## src/rtl/n_output_port_ctrl_if.sv

```systemverilog
// Bundle of request, flit and credit signals between the North output-port controller
// and the input ports / crossbar / downstream credit logic.
interface n_output_port_ctrl_if #(
  parameter int unsigned CREDIT_W = 3
);
  logic [3:0]          req_i;
  logic [2:0]          s_nexthop_addr_i;
  logic [2:0]          w_nexthop_addr_i;
  logic [2:0]          e_nexthop_addr_i;
  logic [2:0]          l_nexthop_addr_i;
  logic [3:0]          flit_valid_i;
  logic [3:0]          flit_tail_i;
  logic                credit_return_i;
  logic [3:0]          grant_o;
  logic [2:0]          xbar_sel_o;
  logic                out_valid_o;
  logic                change_order_o;
  logic [CREDIT_W-1:0] credit_cnt_o;
  logic                timeout_err_o;
  logic                credit_err_o;

  modport master (
    output req_i, s_nexthop_addr_i, w_nexthop_addr_i, e_nexthop_addr_i, l_nexthop_addr_i,
    output flit_valid_i, flit_tail_i, credit_return_i,
    input  grant_o, xbar_sel_o, out_valid_o, change_order_o, credit_cnt_o,
    input  timeout_err_o, credit_err_o
  );

  modport slave (
    input  req_i, s_nexthop_addr_i, w_nexthop_addr_i, e_nexthop_addr_i, l_nexthop_addr_i,
    input  flit_valid_i, flit_tail_i, credit_return_i,
    output grant_o, xbar_sel_o, out_valid_o, change_order_o, credit_cnt_o,
    output timeout_err_o, credit_err_o
  );
endinterface

```

## src/rtl/n_output_port_ctrl.sv

```systemverilog
// North output-port controller: round-robin packet arbitration over S/W/E/L, per-packet
// grant hold, downstream credit tracking and a stall timeout that forces release.
module n_output_port_ctrl #(
  parameter logic [2:0]  N_DIR_CODE   = 3'b001,
  parameter int unsigned CREDIT_DEPTH = 4,
  parameter int unsigned CREDIT_W     = 3,
  parameter int unsigned TIMEOUT      = 16
) (
  input logic                clk,
  input logic                reset,
  n_output_port_ctrl_if.slave bus
);

  localparam int unsigned TmoW = $clog2(TIMEOUT + 1);

  typedef enum logic {StIdle, StBusy} state_e;

  state_e              state_q, state_d;
  logic [3:0]          grant_q, grant_d;
  logic [2:0]          sel_q, sel_d;
  logic [1:0]          gidx_q, gidx_d;
  logic [1:0]          rr_ptr_q, rr_ptr_d;
  logic [CREDIT_W-1:0] credit_q, credit_d;
  logic [TmoW-1:0]     tmo_q, tmo_d;
  logic                co_q, co_d;
  logic                terr_q, terr_d;
  logic                cerr_q, cerr_d;

  logic [3:0] desire;
  logic       found;
  logic [1:0] pick;
  logic [1:0] scan_idx;
  logic       credit_ok;
  logic       xfer;
  logic       release_pkt;

  // Port order index 0..3 = S,W,E,L maps to vector bit ~idx ({S,W,E,L} = [3:0]).
  always_comb begin
    desire[3] = bus.req_i[3] && (bus.s_nexthop_addr_i == N_DIR_CODE);
    desire[2] = bus.req_i[2] && (bus.w_nexthop_addr_i == N_DIR_CODE);
    desire[1] = bus.req_i[1] && (bus.e_nexthop_addr_i == N_DIR_CODE);
    desire[0] = bus.req_i[0] && (bus.l_nexthop_addr_i == N_DIR_CODE);
  end

  always_comb begin
    found    = 1'b0;
    pick     = rr_ptr_q;
    scan_idx = rr_ptr_q;
    for (int k = 0; k < 4; k++) begin
      scan_idx = rr_ptr_q + 2'(k);
      if (!found && desire[~scan_idx]) begin
        found = 1'b1;
        pick  = scan_idx;
      end
    end
  end

  assign credit_ok = (credit_q != '0);
  assign xfer      = (state_q == StBusy) && bus.flit_valid_i[~gidx_q] && credit_ok;

  always_comb begin
    state_d     = state_q;
    grant_d     = grant_q;
    sel_d       = sel_q;
    gidx_d      = gidx_q;
    rr_ptr_d    = rr_ptr_q;
    tmo_d       = tmo_q;
    co_d        = 1'b0;
    terr_d      = terr_q;
    release_pkt = 1'b0;

    unique case (state_q)
      StIdle: begin
        if (found && credit_ok) begin
          state_d = StBusy;
          gidx_d  = pick;
          grant_d = 4'b1000 >> pick;
          sel_d   = {1'b0, pick} + 3'd1;
          tmo_d   = '0;
        end
      end
      StBusy: begin
        if (xfer) begin
          tmo_d       = '0;
          release_pkt = bus.flit_tail_i[~gidx_q];
        end else if (tmo_q == TmoW'(TIMEOUT - 1)) begin
          release_pkt = 1'b1;
          terr_d      = 1'b1;
        end else begin
          tmo_d = tmo_q + TmoW'(1);
        end
        if (release_pkt) begin
          state_d  = StIdle;
          grant_d  = '0;
          sel_d    = '0;
          co_d     = 1'b1;
          rr_ptr_d = gidx_q + 2'd1;
        end
      end
    endcase
  end

  // A return at full count with no transfer would overflow: saturate and flag.
  always_comb begin
    credit_d = credit_q;
    cerr_d   = cerr_q;
    if (xfer && !bus.credit_return_i) begin
      credit_d = credit_q - CREDIT_W'(1);
    end else if (!xfer && bus.credit_return_i) begin
      if (credit_q == CREDIT_W'(CREDIT_DEPTH)) begin
        cerr_d = 1'b1;
      end else begin
        credit_d = credit_q + CREDIT_W'(1);
      end
    end
  end

  always_ff @(posedge clk) begin
    if (reset) begin
      state_q  <= StIdle;
      grant_q  <= '0;
      sel_q    <= '0;
      gidx_q   <= '0;
      rr_ptr_q <= '0;
      credit_q <= CREDIT_W'(CREDIT_DEPTH);
      tmo_q    <= '0;
      co_q     <= 1'b0;
      terr_q   <= 1'b0;
      cerr_q   <= 1'b0;
    end else begin
      state_q  <= state_d;
      grant_q  <= grant_d;
      sel_q    <= sel_d;
      gidx_q   <= gidx_d;
      rr_ptr_q <= rr_ptr_d;
      credit_q <= credit_d;
      tmo_q    <= tmo_d;
      co_q     <= co_d;
      terr_q   <= terr_d;
      cerr_q   <= cerr_d;
    end
  end

  assign bus.grant_o        = grant_q;
  assign bus.xbar_sel_o     = sel_q;
  assign bus.out_valid_o    = xfer;
  assign bus.change_order_o = co_q;
  assign bus.credit_cnt_o   = credit_q;
  assign bus.timeout_err_o  = terr_q;
  assign bus.credit_err_o   = cerr_q;

endmodule
```

## src/flat_wrapper.sv

```systemverilog
// flat-port wrapper written by rule: the top's interface ports become plain ports
module n_output_port_ctrl_flat 
#(
  parameter logic [2:0]  N_DIR_CODE   = 3'b001,
  parameter int unsigned CREDIT_DEPTH = 4,
  parameter int unsigned CREDIT_W     = 3,
  parameter int unsigned TIMEOUT      = 16
)
  (clk, reset, bus_req_i, bus_s_nexthop_addr_i, bus_w_nexthop_addr_i, bus_e_nexthop_addr_i, bus_l_nexthop_addr_i, bus_flit_valid_i, bus_flit_tail_i, bus_credit_return_i, bus_grant_o, bus_xbar_sel_o, bus_out_valid_o, bus_change_order_o, bus_credit_cnt_o, bus_timeout_err_o, bus_credit_err_o);
  n_output_port_ctrl_if #(.CREDIT_W(CREDIT_W)) bus_i ();
  input logic clk;
  input logic reset;
  input wire logic [$bits(bus_i.req_i)-1:0] bus_req_i;
  input wire logic [$bits(bus_i.s_nexthop_addr_i)-1:0] bus_s_nexthop_addr_i;
  input wire logic [$bits(bus_i.w_nexthop_addr_i)-1:0] bus_w_nexthop_addr_i;
  input wire logic [$bits(bus_i.e_nexthop_addr_i)-1:0] bus_e_nexthop_addr_i;
  input wire logic [$bits(bus_i.l_nexthop_addr_i)-1:0] bus_l_nexthop_addr_i;
  input wire logic [$bits(bus_i.flit_valid_i)-1:0] bus_flit_valid_i;
  input wire logic [$bits(bus_i.flit_tail_i)-1:0] bus_flit_tail_i;
  input wire logic [$bits(bus_i.credit_return_i)-1:0] bus_credit_return_i;
  output wire logic [$bits(bus_i.grant_o)-1:0] bus_grant_o;
  output wire logic [$bits(bus_i.xbar_sel_o)-1:0] bus_xbar_sel_o;
  output wire logic [$bits(bus_i.out_valid_o)-1:0] bus_out_valid_o;
  output wire logic [$bits(bus_i.change_order_o)-1:0] bus_change_order_o;
  output wire logic [$bits(bus_i.credit_cnt_o)-1:0] bus_credit_cnt_o;
  output wire logic [$bits(bus_i.timeout_err_o)-1:0] bus_timeout_err_o;
  output wire logic [$bits(bus_i.credit_err_o)-1:0] bus_credit_err_o;
  assign bus_i.req_i = bus_req_i;
  assign bus_i.s_nexthop_addr_i = bus_s_nexthop_addr_i;
  assign bus_i.w_nexthop_addr_i = bus_w_nexthop_addr_i;
  assign bus_i.e_nexthop_addr_i = bus_e_nexthop_addr_i;
  assign bus_i.l_nexthop_addr_i = bus_l_nexthop_addr_i;
  assign bus_i.flit_valid_i = bus_flit_valid_i;
  assign bus_i.flit_tail_i = bus_flit_tail_i;
  assign bus_i.credit_return_i = bus_credit_return_i;
  assign bus_grant_o = bus_i.grant_o;
  assign bus_xbar_sel_o = bus_i.xbar_sel_o;
  assign bus_out_valid_o = bus_i.out_valid_o;
  assign bus_change_order_o = bus_i.change_order_o;
  assign bus_credit_cnt_o = bus_i.credit_cnt_o;
  assign bus_timeout_err_o = bus_i.timeout_err_o;
  assign bus_credit_err_o = bus_i.credit_err_o;
  n_output_port_ctrl #(.N_DIR_CODE(N_DIR_CODE), .CREDIT_DEPTH(CREDIT_DEPTH), .CREDIT_W(CREDIT_W), .TIMEOUT(TIMEOUT)) u_core (.clk(clk), .reset(reset), .bus(bus_i));
endmodule
```

## config.mk

```make
export PLATFORM = sky130hd
export DESIGN_NAME = n_output_port_ctrl_flat
export DESIGN_NICKNAME = d
export VERILOG_FILES = /design/src/rtl/n_output_port_ctrl_if.sv /design/src/rtl/n_output_port_ctrl.sv /design/src/flat_wrapper.sv
export SDC_FILE = /design/constraint.sdc
export NUM_CORES = 1
export LEC_CHECK = 0
export ABC_AREA = 1
export CAP_MARGIN = 15
export CORE_MARGIN = 5
export CORE_UTILIZATION = 49
export CTS_CLUSTER_SIZE = 8
export DETAILED_ROUTE_END_ITERATION = 6
export PLACE_DENSITY = 0.77
export SYNTH_ARGS = -nofsm -noshare
export SYNTH_HDL_FRONTEND = slang
export SYNTH_SLANG_ARGS = --single-unit
export TNS_END_PERCENT = 30
```

## constraint.sdc

```tcl
create_clock -name clk -period 2.8 [get_ports clk]
set_clock_uncertainty 0.2 [all_clocks]
set_input_delay 0.56 -clock clk [delete_from_list [all_inputs] [get_ports clk]]
set_output_delay 0.56 -clock clk [all_outputs]
set_load 0.01 [all_outputs]
```

; Word level (Yosys, flattened, before mapping)
; Cells that the tools add are included.
[classes]
n_lt_le_gt_ge = 5
bitwise = 8
mux = 39
shifts = 1
n_eq_ne = 10
addsub = 8
reduce_logical = 27
[op_table]
columns = op, count
row1 = $mux 1, 16
row2 = $lt 2x3->1 const B, 5
row3 = $mux 3, 5
row4 = $mux 5, 3
row5 = $bmux 1 s2, 6
row6 = $eq 3x1->1 const B, 4
row7 = $logic_and 1x1->1, 12
row8 = $not 2->2, 5
row9 = $pmux 5 s2, 1
row10 = $reduce_and 2->1, 5
row11 = $mux 4, 2
row12 = $pmux 4 s2, 1
row13 = $mux 2, 3
row14 = $pmux 3 s2, 1
row15 = $reduce_and 3->1, 2
row16 = $add 5x1->5 const B, 1
row17 = $eq 5x4->1 const B, 1
row18 = $logic_not 1->1, 5
row19 = $add 2x1->2 const B, 2
row20 = $add 2x2->2 const B, 2
row21 = $ne 2x1->1 const B, 2
row22 = $shr 4x2->4 const A, 1
row23 = $add 2x1->3 const B, 1
row24 = $add 3x1->3 const B, 1
row25 = other kinds (9), 11
[totals]
register_bits = 23
out_inout_bits = 14
input_bits = 27

; Logic depth before layout (Yosys ltp)
; Gate-level depths: netlist of run 1.
[depth]
ltp_word = 17
mapped_depth = 18
ltp_nobuf = 18

; Least setup slack after synthesis of run 1
; Ideal clock, no wire load.
[synth_timing]
path_type = in2reg
from = in bus_flit_valid_i[2]
to = reg u_core.credit_q[2], in the netlist u_core.bus.credit_cnt_o[2]
n_path_buf = 0
slack_ps = 497
arrival_time_ps = 1975
required_time_ps = 2472
cell_stages = 10
setup_time_ps = 128
path_cell_list = nand2_1 nand3_1 nand4_2 clkinv_1 ha_1 inv_1 fa_1 or2_2 nand3_1 o21ai_0
[synth_between]
elab_chain_len = 8
word_cells_on_any_way = 11
classes_between = eq/ne: 1 / mux: 3 / reduce/logical: 7
[synth_rtl]
columns = item, line_no
row1 = from (decl), flat_wrapper.sv:18  ; input wire logic [$bits(bus_i.flit_valid_i)-1:0] bus_flit_valid_i;
row2 = $bmux 1 s2 *, n_output_port_ctrl.sv:59  ; assign xfer = (state_q == StBusy) && bus.flit_valid_i[~gidx_q] && credit_ok;
row3 = $mux 1 (implied by the code) *, n_output_port_ctrl.sv:59
row4 = $logic_and 1x1->1 * (2 in a row), n_output_port_ctrl.sv:59
row5 = net bus_out_valid_o, flat_wrapper.sv:23  ; output wire logic [$bits(bus_i.out_valid_o)-1:0] bus_out_valid_o;
row6 = $logic_not 1->1, n_output_port_ctrl.sv:109  ; end else if (!xfer && bus.credit_return_i) begin
row7 = $logic_and 1x1->1, n_output_port_ctrl.sv:109
row8 = $reduce_bool 2->1 (no source line), --
row9 = $reduce_and 2->1 (no source line), --
row10 = to (signal assigned), n_output_port_ctrl.sv:125  ; credit_q <= CREDIT_W'(CREDIT_DEPTH);
row11 = to (signal assigned), n_output_port_ctrl.sv:136  ; credit_q <= credit_d;
row12 = to (decl), n_output_port_ctrl.sv:23  ; logic [CREDIT_W-1:0] credit_q, credit_d;
; The timed path passes the listed nets; every way through them passes the cells marked *. The select of a mux whose other input is x is not followed.
; A chain may end at the register's enable or synchronous reset.

; Worst setup path after layout of run 1
[layout_timing]
from = in bus_flit_valid_i[2]
to = out bus_out_valid_o
[layout_between]
elab_chain_len = 4
[layout_rtl]
columns = item, line_no
row1 = $bmux 1 s2, n_output_port_ctrl.sv:59
row2 = $mux 1 (implied by the code), n_output_port_ctrl.sv:59
row3 = $logic_and 1x1->1 (2 in a row), n_output_port_ctrl.sv:59
row4 = to (decl), flat_wrapper.sv:23
; No other way between the ends. The select of a mux whose other input is x is not followed.

==> key figures, run 1 <==
Die
  • Starting Density: 0.513
  • Number of core rows: 20
  • Die area: 4450 um2
  • Die W: 66.7 um
  • # IOs: 41
  • Die H: 66.7 um
  • CORE AREA: 3080 um2

Detailed routing
  • Drt pass-1 iters: 4
  • DRC Markers: 0
  • Routed WL: 3.15 mm
  • Routed Antenna Nets: 0
  • Via density per instance: 4.74
  • DRT iter0 DRCs: 35
  • Routed len/inst: 10.3 um
  • Via count: 1,454

Synthesis
  • Synth warnings: 0
  • Synth top area share: 0.279
  • Syn Inst Count: 218
  • Synth area leaders: dfxtp_1 (28%), nand2_1 (10%), nand3_1 (9.5%)
  • Top_reg_cell synth: dfxtp_1
  • FF+latch count, synth: 22
  • Synthesized area: 1580 um2
  • FFs w/ async S/R, synth: 0
  • Synth cell types: 37
  • Mapped Avg Cell Area: 7.24 um2
  • Post-synth EDFFs: 0
  • Synth area leader: dfxtp_1
  • Syn nets: 254
  • Sequential-to-total area share from yosys stat: 0.279

GRT
  • GRT Residual Overflow: 0
  • First-pass GRT wire length: 5.74 mm
  • Vias in the first global route: 1,442
  • All-Layer GR Usage: 0.164
  • Largest net degree at the start of global routing: 14
  • Initial antenna violation count: 0

Pwr
  • Switching share of power: 0.426
  • Total design power: 1.68 mW
  • Leakage: 0.950 nW
  • PD cells: 806 nW/um2
  • Sw Pwr: 0.717 mW
  • Maximum vdd drop: 0.480 mV
  • Internal power: 0.967 mW
  • Clock power share: 0.144
  • Reg power frac: 0.291
  • Comb pwr share: 0.566

CTS
  • Post-CTS Resized: 0
  • Hold-fix buffers, CTS: 0
  • Post-CTS Setup Repair Bufs: 0
  • Clk buf depth: 2
  • Clk root buf: clkbuf_4
  • Clock sink total: 22
  • Total CTS buffers: 3
  • CTS clk-pin slew, worst paths: 0.12 ns
  • CTS H-tree depth: 1
  • CTS tree: done
  • Clock Latency Late Sink: 0.31 ns

Critical path
  • Most used cell, CP: clkdlybuf4s50_1
  • Crit path max fanout: 3
  • Reg2Reg Depth: 16
  • RR Endpoint: u_core.bus.xbar_sel_o[1]$_SDFFE_PP0P_
  • Capture point of the worst path: bus_out_valid_o
  • Critical path cell sequence: clkdlybuf4s50_1 > nand2_1 > nand3_1 > nand4_2 > clkinv_1 > clkdlybuf4s50_1
  • WS Path Type: in2out
  • Flop2flop setup slack: 0.41 ns
  • Startpoint types: input port
  • Setup crit start: bus_flit_valid_i[2]
  • Arrival time worst endpoint: 1.92 ns
  • FF-to-FF Start: u_core.rr_ptr_q[0]$_SDFFE_PP0P_
  • CP required: 2.04 ns
  • CP max stage delay: 0.55 ns
  • Endpoint class of the critical path: primary output
  • Critical path's slowest cell: clkdlybuf4s50_1

Flow run
  • Max-Cap Viols: 0

Placement
  • Port Buffer Count: 40
  • HPWL Detailed: 2.63 mm
  • RePlAce Congestion: 0.810

Timing
  • Min cycle time layout: 2.68 ns
  • Relative slew slack: 0.759
  • Fin. max-slew vios: 0
  • Final setup fails: 0
  • Max Clk Rate: 0.373 GHz
  • RSZ-0062 raised after global routing: false
  • Worst-margin pin slew: 0.360 ns
  • Setup_tns: 0 ns
  • Fin crit share: 0.958
  • Fin. Hold Viols: 0

Finish
  • Share of cells above drive strength 1: 0.163
  • N_diodes: 0
  • Area growth, synth to finish: 32.4%
  • Filler Cell Count: 280
  • Nets: 300

Hold path
  • Hold WC Path Type: reg2reg

Status
  • Status: complete, no violations
-- flip-flops by register name, indices dropped and copies added, names as in the netlist --
signal / cells
u_core.bus.grant_o: 4
u_core.gidx_q: 2
u_core.tmo_q: 5
u_core.rr_ptr_q: 2
u_core.bus.xbar_sel_o: 2
u_core.state_q: 1
u_core.bus.timeout_err_o: 1
u_core.bus.credit_cnt_o: 3
u_core.bus.change_order_o: 1
u_core.bus.credit_err_o: 1
-- through the flow --
stage / instances / cell area [um2] / hold WS [ns] / setup WS, ns / util
floorplan: 218 / 1580 / 0.233 / 0.497 / -
detailed placement: 303 / 2040 / 0.244 / 0.00752 / 0.661
CTS: 307 / 2090 / 0.264 / 0.109 / 0.678
finish: 307 / 2090 / 0.263 / 0.119 / 0.678
global placement: 303 / 2040 / 0.241 / 0.0308 / 0.661
global route: 307 / 2090 / 0.305 / 0.0387 / 0.678
-- power groups by stage --
| stage | combinational, mW | sequential, mW | clock, mW |
|---|---|---|---|
| 3_5_place_dp | 0.956 | 0.496 | 0 |
| 2_1_floorplan | 0.684 | 0.476 | 0 |
| 5_1_grt | 1.09 | 0.505 | 0.263 |
| 6_report | 0.952 | 0.490 | 0.242 |
| 4_1_cts | 0.961 | 0.489 | 0.248 |
| 3_3_place_gp | 0.942 | 0.495 | 0 |
-- synth_stat cells (all sizes together) (2+ instances only) --
| cell | number |
|---|---|
| xor2 | 2 |
| or2 | 2 |
| xnor2 | 3 |
| o21ai | 7 |
| nand3 | 36 |
| dfxtp | 22 |
| ha | 8 |
| o22ai | 3 |
| nor2 | 17 |
| inv | 35 |
| a21oi | 17 |
| nand4 | 3 |
| nand2 | 52 |
| buf | 5 |
-- cell type report --
| type | count | area [um2] | area share |
|---|---|---|---|
| Timing Repair Buffer | 47 | 453 | 0.217 |
| Clock inverter | 1 | 30.0 | 0.0144 |
| Tap cell | 44 | 55.1 | 0.0264 |
| Multi-Input combinational cell | 154 | 947 | 0.454 |
| Inverter | 36 | 140 | 0.0671 |
| Sequential cell | 22 | 440 | 0.211 |
| Clock buffer | 3 | 22.5 | 0.0108 |
-- worst min path at each step --
| stage | slack, ns | to | cells past startpoint | from |
|---|---|---|---|---|
| floorplan | 0.23 | u_core.tmo_q[4]$_SDFFE_PP0P_ | 2 | u_core.tmo_q[4]$_SDFFE_PP0P_ |
| global placement | 0.24 | u_core.bus.timeout_err_o$_SDFFE_PP0P_ | 2 | u_core.bus.timeout_err_o$_SDFFE_PP0P_ |
| detailed placement | 0.24 | u_core.bus.timeout_err_o$_SDFFE_PP0P_ | 2 | u_core.bus.timeout_err_o$_SDFFE_PP0P_ |
| CTS | 0.26 | u_core.bus.timeout_err_o$_SDFFE_PP0P_ | 2 | u_core.bus.timeout_err_o$_SDFFE_PP0P_ |
| global route | 0.30 | u_core.bus.credit_err_o$_SDFFE_PP0P_ | 2 | u_core.bus.credit_err_o$_SDFFE_PP0P_ |
| finish | 0.26 | u_core.bus.timeout_err_o$_SDFFE_PP0P_ | 2 | u_core.bus.timeout_err_o$_SDFFE_PP0P_ |
-- critical path, delay by kind of cell --
family / cells / cell delay, ns
simple gates: 3 / 0.25
buf+inv: 3 / 1.11
-- routing by layer --
metal / part of all wire / GRT usage
met5: 0 / 0
met3: 0.046 / 0.0320
met4: 0.011 / 0.0457
met1: 0.46 / 0.194
met2: 0.48 / 0.296
-- cell usage in the layout (no fill, tap or decap), types with 2 or more instances in the layout --
cell,synthesis,final
a21oi_1,15,15
nand2_2,7,7
or2_2,2,2
o22ai_1,3,3
inv_2,3,3
a21oi_2,2,2
nand3_1,30,30
o21ai_0,6,6
xnor2_1,2,2
clkbuf_4,0,3
nor2_1,14,14
nor2_4,2,2
ha_1,8,8
nand3_2,5,5
clkdlybuf4s50_1,0,40
inv_1,31,31
dfxtp_1,22,22
buf_4,2,7
nand2_4,3,3
nand2_1,42,42
-- logic make-up (layout without fill, tap and decap cells) --
family / Yosys count / after routing / synth area share
AND/OR/NAND/NOR: 111 / 111 / 0.376
buffers and inverters: 42 / 87 / 0.121
adder cells (fa/ha/maj): 9 / 9 / 0.0761
flip-flops: 22 / 22 / 0.279
XOR/XNOR: 5 / 5 / 0.0444
AO/OA/AOI/OAI: 29 / 29 / 0.104
Power figures use the tool's default switching activity.
==> inputs of run 2 (changes only) <==
--- a/config.mk
+++ b/config.mk
@@ -11,6 +11,7 @@
 export CORE_UTILIZATION = 49
 export CTS_CLUSTER_SIZE = 8
 export DETAILED_ROUTE_END_ITERATION = 6
+export MAX_ROUTING_LAYER = met4
 export PLACE_DENSITY = 0.77
 export SYNTH_ARGS = -nofsm -noshare
 export SYNTH_HDL_FRONTEND = slang
==> run 2 against run 1 <==
Effect of this change:
- setup slack stayed put
- total power stayed put
- die area did not move
- non-clock buffer count stayed put
- highest routed layer unchanged
- flip-flop and latch count stayed put
- routed wire length unchanged
- sequential power about the same
- cell area stayed put
==> key figures, run 2 (synthesis gave the netlist of run 1 again) <==
Timing
  • Relative slew slack: 0.759
  • Fin crit share: 0.958
  • Setup_tns: 0 ns
  • Min cycle time layout: 2.68 ns
  • Fin. max-slew vios: 0
  • Final setup fails: 0
  • RSZ-0062 raised after global routing: false
  • Worst-margin pin slew: 0.360 ns
  • Max Clk Rate: 0.373 GHz
  • Hold_ws: 0.263 ns
  • Final worst slack: 0.119 ns
  • Fin. Hold Viols: 0

GRT
  • Initial antenna violation count: 0
  • Grt met2 use: 0.296
  • Gr busiest metal: met2
  • Met3 Usage GRT: 0.0304
  • GRT Residual Overflow: 0
  • Met1 Use GR: 0.195
  • First-pass GRT wire length: 5.74 mm
  • All-Layer GR Usage: 0.168
  • Largest net degree at the start of global routing: 14
  • Vias in the first global route: 1,442

Placement
  • DP Cell Count: 303
  • Post-Place Worst Slack: 0.00752 ns
  • Area after DPL: 2040 um2
  • HPWL Detailed: 2.63 mm
  • Port Buffer Count: 40
  • RePlAce Congestion: 0.821

Flow run
  • Max-Cap Viols: 0

CTS
  • Clock Latency Late Sink: 0.31 ns
  • Post-CTS Resized: 0
  • CTS tree: done
  • CTS clk-pin slew, worst paths: 0.12 ns
  • Clk buf depth: 2
  • Hold-fix buffers, CTS: 0
  • Total CTS buffers: 3
  • CTS H-tree depth: 1
  • Clk root buf: clkbuf_4
  • Post-CTS Setup Repair Bufs: 0
  • Clock sink total: 22

Hold path
  • Hold WC Path Type: reg2reg
  • WHS Path Cells: 2
  • Worst Hold Path EP: u_core.bus.timeout_err_o$_SDFFE_PP0P_
  • Hold Crit Start: u_core.bus.timeout_err_o$_SDFFE_PP0P_

Critical path
  • Most used cell, CP: clkdlybuf4s50_1
  • Endpoint class of the critical path: primary output
  • CP required: 2.04 ns
  • Reg2Reg Depth: 16
  • Flop2flop setup slack: 0.41 ns
  • Arrival time worst endpoint: 1.92 ns
  • Startpoint types: input port
  • WS Path Type: in2out
  • Critical path's slowest cell: clkdlybuf4s50_1
  • CP max stage delay: 0.55 ns
  • Critical path cell sequence: clkdlybuf4s50_1 > nand2_1 > nand3_1 > nand4_2 > clkinv_1 > clkdlybuf4s50_1
  • Crit path max fanout: 3
  • FF-to-FF Start: u_core.rr_ptr_q[0]$_SDFFE_PP0P_
  • RR Endpoint: u_core.bus.xbar_sel_o[1]$_SDFFE_PP0P_

Detailed routing
  • Via density per instance: 4.74
  • Drt pass-1 iters: 4
  • Routed Antenna Nets: 0
  • Via count: 1,454
  • DRT iter0 DRCs: 35
  • DRC Markers: 0
  • Routed len/inst: 10.3 um
  • Routed WL: 3.15 mm

Finish
  • Final core occ: 0.678
  • Post-Layout Cell Count: 307
  • Area growth, synth to finish: 32.4%
  • Nets: 300
  • N_diodes: 0
  • Largest reg by FF count: u_core.tmo_q
  • Share of cells above drive strength 1: 0.163
  • Max reg flops: 5
  • Final Cell Area: 2090 um2
  • Most frequent cells in the layout: nand2_1 (42), clkdlybuf4s50_1 (40), inv_1 (31)
  • Commonest non-fill, non-tap cell in the layout: nand2_1

Die
  • Starting Density: 0.513
  • Number of core rows: 20
  • Die H: 66.7 um
  • # IOs: 41
  • Die area: 4450 um2
  • CORE AREA: 3080 um2
  • Die W: 66.7 um

Pwr
  • Total design power: 1.68 mW
  • Reg power frac: 0.291
  • Comb pwr share: 0.566
  • Maximum vdd drop: 0.480 mV
  • Switching share of power: 0.426
  • Internal power: 0.967 mW
  • Leakage: 0.950 nW
  • Clock power share: 0.144
  • PD cells: 806 nW/um2
  • Sw Pwr: 0.717 mW

Status
  • Status: complete, no violations
==> run 2: cell counts in the layout (fill, tap and decap cells not counted) <==
Identical to the previous run, type by type.
==> run 2: power groups by stage <==
stage	Combinational, mW	Clock (mW)	Sequential, mW
global route	1.09	0.263	0.505
finish	0.952	0.242	0.490
detailed placement	0.956	0	0.496
global placement	0.942	0	0.495
floorplan	0.684	0	0.476
CTS	0.961	0.248	0.489
==> run 2: area by class of cell <==
type / count / area, um2
sequential: 22 / 440
fill: 280 / 990
inverter: 36 / 140
multi-input combinational: 154 / 947
timing repair buffer: 47 / 453
tap: 44 / 55.1
clock buffer: 3 / 22.5
clock inverter: 1 / 30.0
==> run 2: layer usage <==
| layer | wire, um | vias up | part of all wire |
|---|---|---|---|
| met5 | 0 | - | 0 |
| met4 | 36 | 0 | 0.011 |
| met3 | 140 | 4 | 0.044 |
| met2 | 1520 | 24 | 0.48 |
| met1 | 1450 | 637 | 0.46 |
| li1 | - | 789 | - |
==> run 2: worst max-delay path by stage <==
stage                                                         end  cells after the start                    start  slack [ns]
after global routing                              bus_out_valid_o                      6      bus_flit_valid_i[2]        0.04
after detailed placement    u_core.bus.xbar_sel_o[1]$_SDFFE_PP0P_                     17  bus_e_nexthop_addr_i[1]       0.008
after floorplan           u_core.bus.credit_cnt_o[2]$_SDFFE_PP1P_                     10      bus_flit_valid_i[2]        0.50
after CTS                                         bus_out_valid_o                      6      bus_flit_valid_i[2]        0.11
after global placement      u_core.bus.xbar_sel_o[1]$_SDFFE_PP0P_                     17  bus_e_nexthop_addr_i[1]        0.03
final                                             bus_out_valid_o                      6      bus_flit_valid_i[2]        0.12
==> run 2: critical path: cells and delay by family <==
family / cells / cell delay (ns)
AND/OR/NAND/NOR: 3 / 0.25
buffers and inverters: 3 / 1.11
==> inputs of run 3 (changes only) <==
--- a/config.mk
+++ b/config.mk
@@ -8,11 +8,11 @@
 export ABC_AREA = 1
 export CAP_MARGIN = 15
 export CORE_MARGIN = 5
-export CORE_UTILIZATION = 49
+export CORE_UTILIZATION = 35
 export CTS_CLUSTER_SIZE = 8
 export DETAILED_ROUTE_END_ITERATION = 6
 export MAX_ROUTING_LAYER = met4
-export PLACE_DENSITY = 0.77
+export PLACE_DENSITY = 0.58
 export SYNTH_ARGS = -nofsm -noshare
 export SYNTH_HDL_FRONTEND = slang
 export SYNTH_SLANG_ARGS = --single-unit
==> run 3 against run 2 <==
Effect of this change:
- utilization shrank 20 points
- count of clock-buffer cells in the layout up 1
- worst hold slack got worse by 0.0048 ns
- flip-flop and latch count unchanged
- setup slack got worse by 0.022 ns
- clock power down 4%
- critical endpoint unchanged
- largest power group unchanged
==> key figures, run 3 (synthesis gave the netlist of run 1 again) <==
Status
  • Status: complete, no violations

Finish
  • Largest reg by FF count: u_core.tmo_q
  • N_diodes: 0
  • Most frequent cells in the layout: nand2_1 (42), clkdlybuf4s50_1 (40), inv_1 (31)
  • Post-Layout Cell Count: 315
  • Area growth, synth to finish: 33.1%
  • Filler Cell Count: 442
  • Nets: 300
  • Commonest non-fill, non-tap cell in the layout: nand2_1
  • Share of cells above drive strength 1: 0.163
  • Max reg flops: 5

CTS
  • Total CTS buffers: 3
  • Clock Latency Late Sink: 0.26 ns
  • CTS tree: done
  • Clock sink total: 22
  • Post-CTS Resized: 0
  • Post-CTS Setup Repair Bufs: 0
  • CTS H-tree depth: 1
  • Hold-fix buffers, CTS: 0
  • Clk buf depth: 2
  • CTS clk-pin slew, worst paths: 0.08 ns
  • Clk root buf: clkbuf_8

Timing
  • Worst-margin pin slew: 0.569 ns
  • Min cycle time layout: 2.70 ns
  • Setup_tns: 0 ns
  • Max Clk Rate: 0.370 GHz
  • RSZ-0062 raised after global routing: false
  • Fin. max-slew vios: 0
  • Fin crit share: 0.965
  • Final setup fails: 0
  • Fin. Hold Viols: 0
  • Relative slew slack: 0.620

Die
  • CORE AREA: 4350 um2
  • Die area: 5950 um2
  • Starting Density: 0.362
  • Number of core rows: 24
  • # IOs: 41
  • Die W: 77.1 um
  • Die H: 77.1 um

Detailed routing
  • Drt pass-1 iters: 4
  • Routed len/inst: 10.6 um
  • DRT iter0 DRCs: 51
  • Via density per instance: 4.69
  • DRC Markers: 0
  • Via count: 1,476
  • Routed Antenna Nets: 0
  • Routed WL: 3.35 mm

GRT
  • All-Layer GR Usage: 0.122
  • Initial antenna violation count: 0
  • GRT Residual Overflow: 0
  • Vias in the first global route: 1,430
  • First-pass GRT wire length: 6.13 mm
  • Largest net degree at the start of global routing: 15

Critical path
  • Arrival time worst endpoint: 1.94 ns
  • CP required: 2.04 ns
  • Flop2flop setup slack: 0.34 ns
  • Reg2Reg Depth: 16
  • Crit path max fanout: 3
  • WS Path Type: in2out
  • Endpoint class of the critical path: primary output
  • FF-to-FF Start: u_core.rr_ptr_q[0]$_SDFFE_PP0P_
  • Startpoint types: input port
  • RR Endpoint: u_core.bus.xbar_sel_o[1]$_SDFFE_PP0P_

Flow run
  • Max-Cap Viols: 0

Placement
  • HPWL Detailed: 2.69 mm
  • RePlAce Congestion: 0.802
  • DP Cell Count: 311
  • Port Buffer Count: 40

Pwr
  • PD cells: 798 nW/um2
  • Maximum vdd drop: 0.424 mV
  • Leakage: 0.951 nW

Hold path
  • Hold WC Path Type: reg2reg
  • Hold Crit Start: u_core.bus.timeout_err_o$_SDFFE_PP0P_
  • Worst Hold Path EP: u_core.bus.timeout_err_o$_SDFFE_PP0P_
  • WHS Path Cells: 2
==> run 3: cell types whose count changed in the layout (fill, tap and decap cells not counted) <==
cell       before  now
clkbuf_8        0    4
clkbuf_4        3    0
bufinv_16       1    0
==> run 3: layout make-up <==
cell class,count,area (um2),area share
tap,52,65.1,0.0310
multi-input combinational,154,947,0.451
inverter,36,140,0.0667
clock buffer,4,55.1,0.0262
sequential,22,440,0.210
timing repair buffer,47,453,0.216
==> run 3: per-stage QoR <==
step                      worst slack [ns]  utilization  total power, mW  hold WS [ns]  instance area (um2)
final                               0.0972        0.482             1.68         0.259                 2100
after global routing                0.0101        0.482             1.87         0.284                 2100
after CTS                           0.0860        0.482             1.70         0.266                 2100
after detailed placement           0.00715        0.470             1.46         0.251                 2050
after global placement              0.0255        0.470             1.46         0.241                 2050
after floorplan                      0.497            -             1.16         0.233                 1580
==> run 3: worst max path at each step <==
stage	startpoint	to	cells after the start
2_1_floorplan	bus_flit_valid_i[2]	u_core.bus.credit_cnt_o[2]$_SDFFE_PP1P_	10
3_3_place_gp	bus_flit_valid_i[2]	u_core.bus.credit_cnt_o[2]$_SDFFE_PP1P_	11
3_5_place_dp	bus_w_nexthop_addr_i[1]	u_core.bus.xbar_sel_o[1]$_SDFFE_PP0P_	16
4_1_cts	bus_flit_valid_i[2]	bus_out_valid_o	6
5_1_grt	bus_flit_valid_i[2]	bus_out_valid_o	6
6_report	bus_flit_valid_i[2]	bus_out_valid_o	6
==> run 3: routing by layer <==
| metal | vias up | track usage | part of all wire |
|---|---|---|---|
| met5 | - | - | 0 |
| met4 | 0 | 0.0103 | 0.0018 |
| met3 | 2 | 0.0340 | 0.051 |
| met2 | 27 | 0.194 | 0.46 |
| met1 | 656 | 0.162 | 0.49 |
| li1 | 791 | - | - |
==> run 3: critical path: stages <==
cell and delay [ns]:
clkdlybuf4s50_1 0.46, nand2_1 0.05, nand3_1 0.10, nand4_2 0.11, clkinv_1 0.11, clkdlybuf4s50_1 0.54
==> run 3: where the power goes <==
group | switching (mW) | leakage (nW) | total (mW) | internal (mW)
logic | 0.522 | 0.743 | 0.948 | 0.426
registers | 0.0995 | 0.179 | 0.497 | 0.398
clock network | 0.106 | 0.0288 | 0.232 | 0.125
total | 0.728 | 0.951 | 1.68 | 0.949
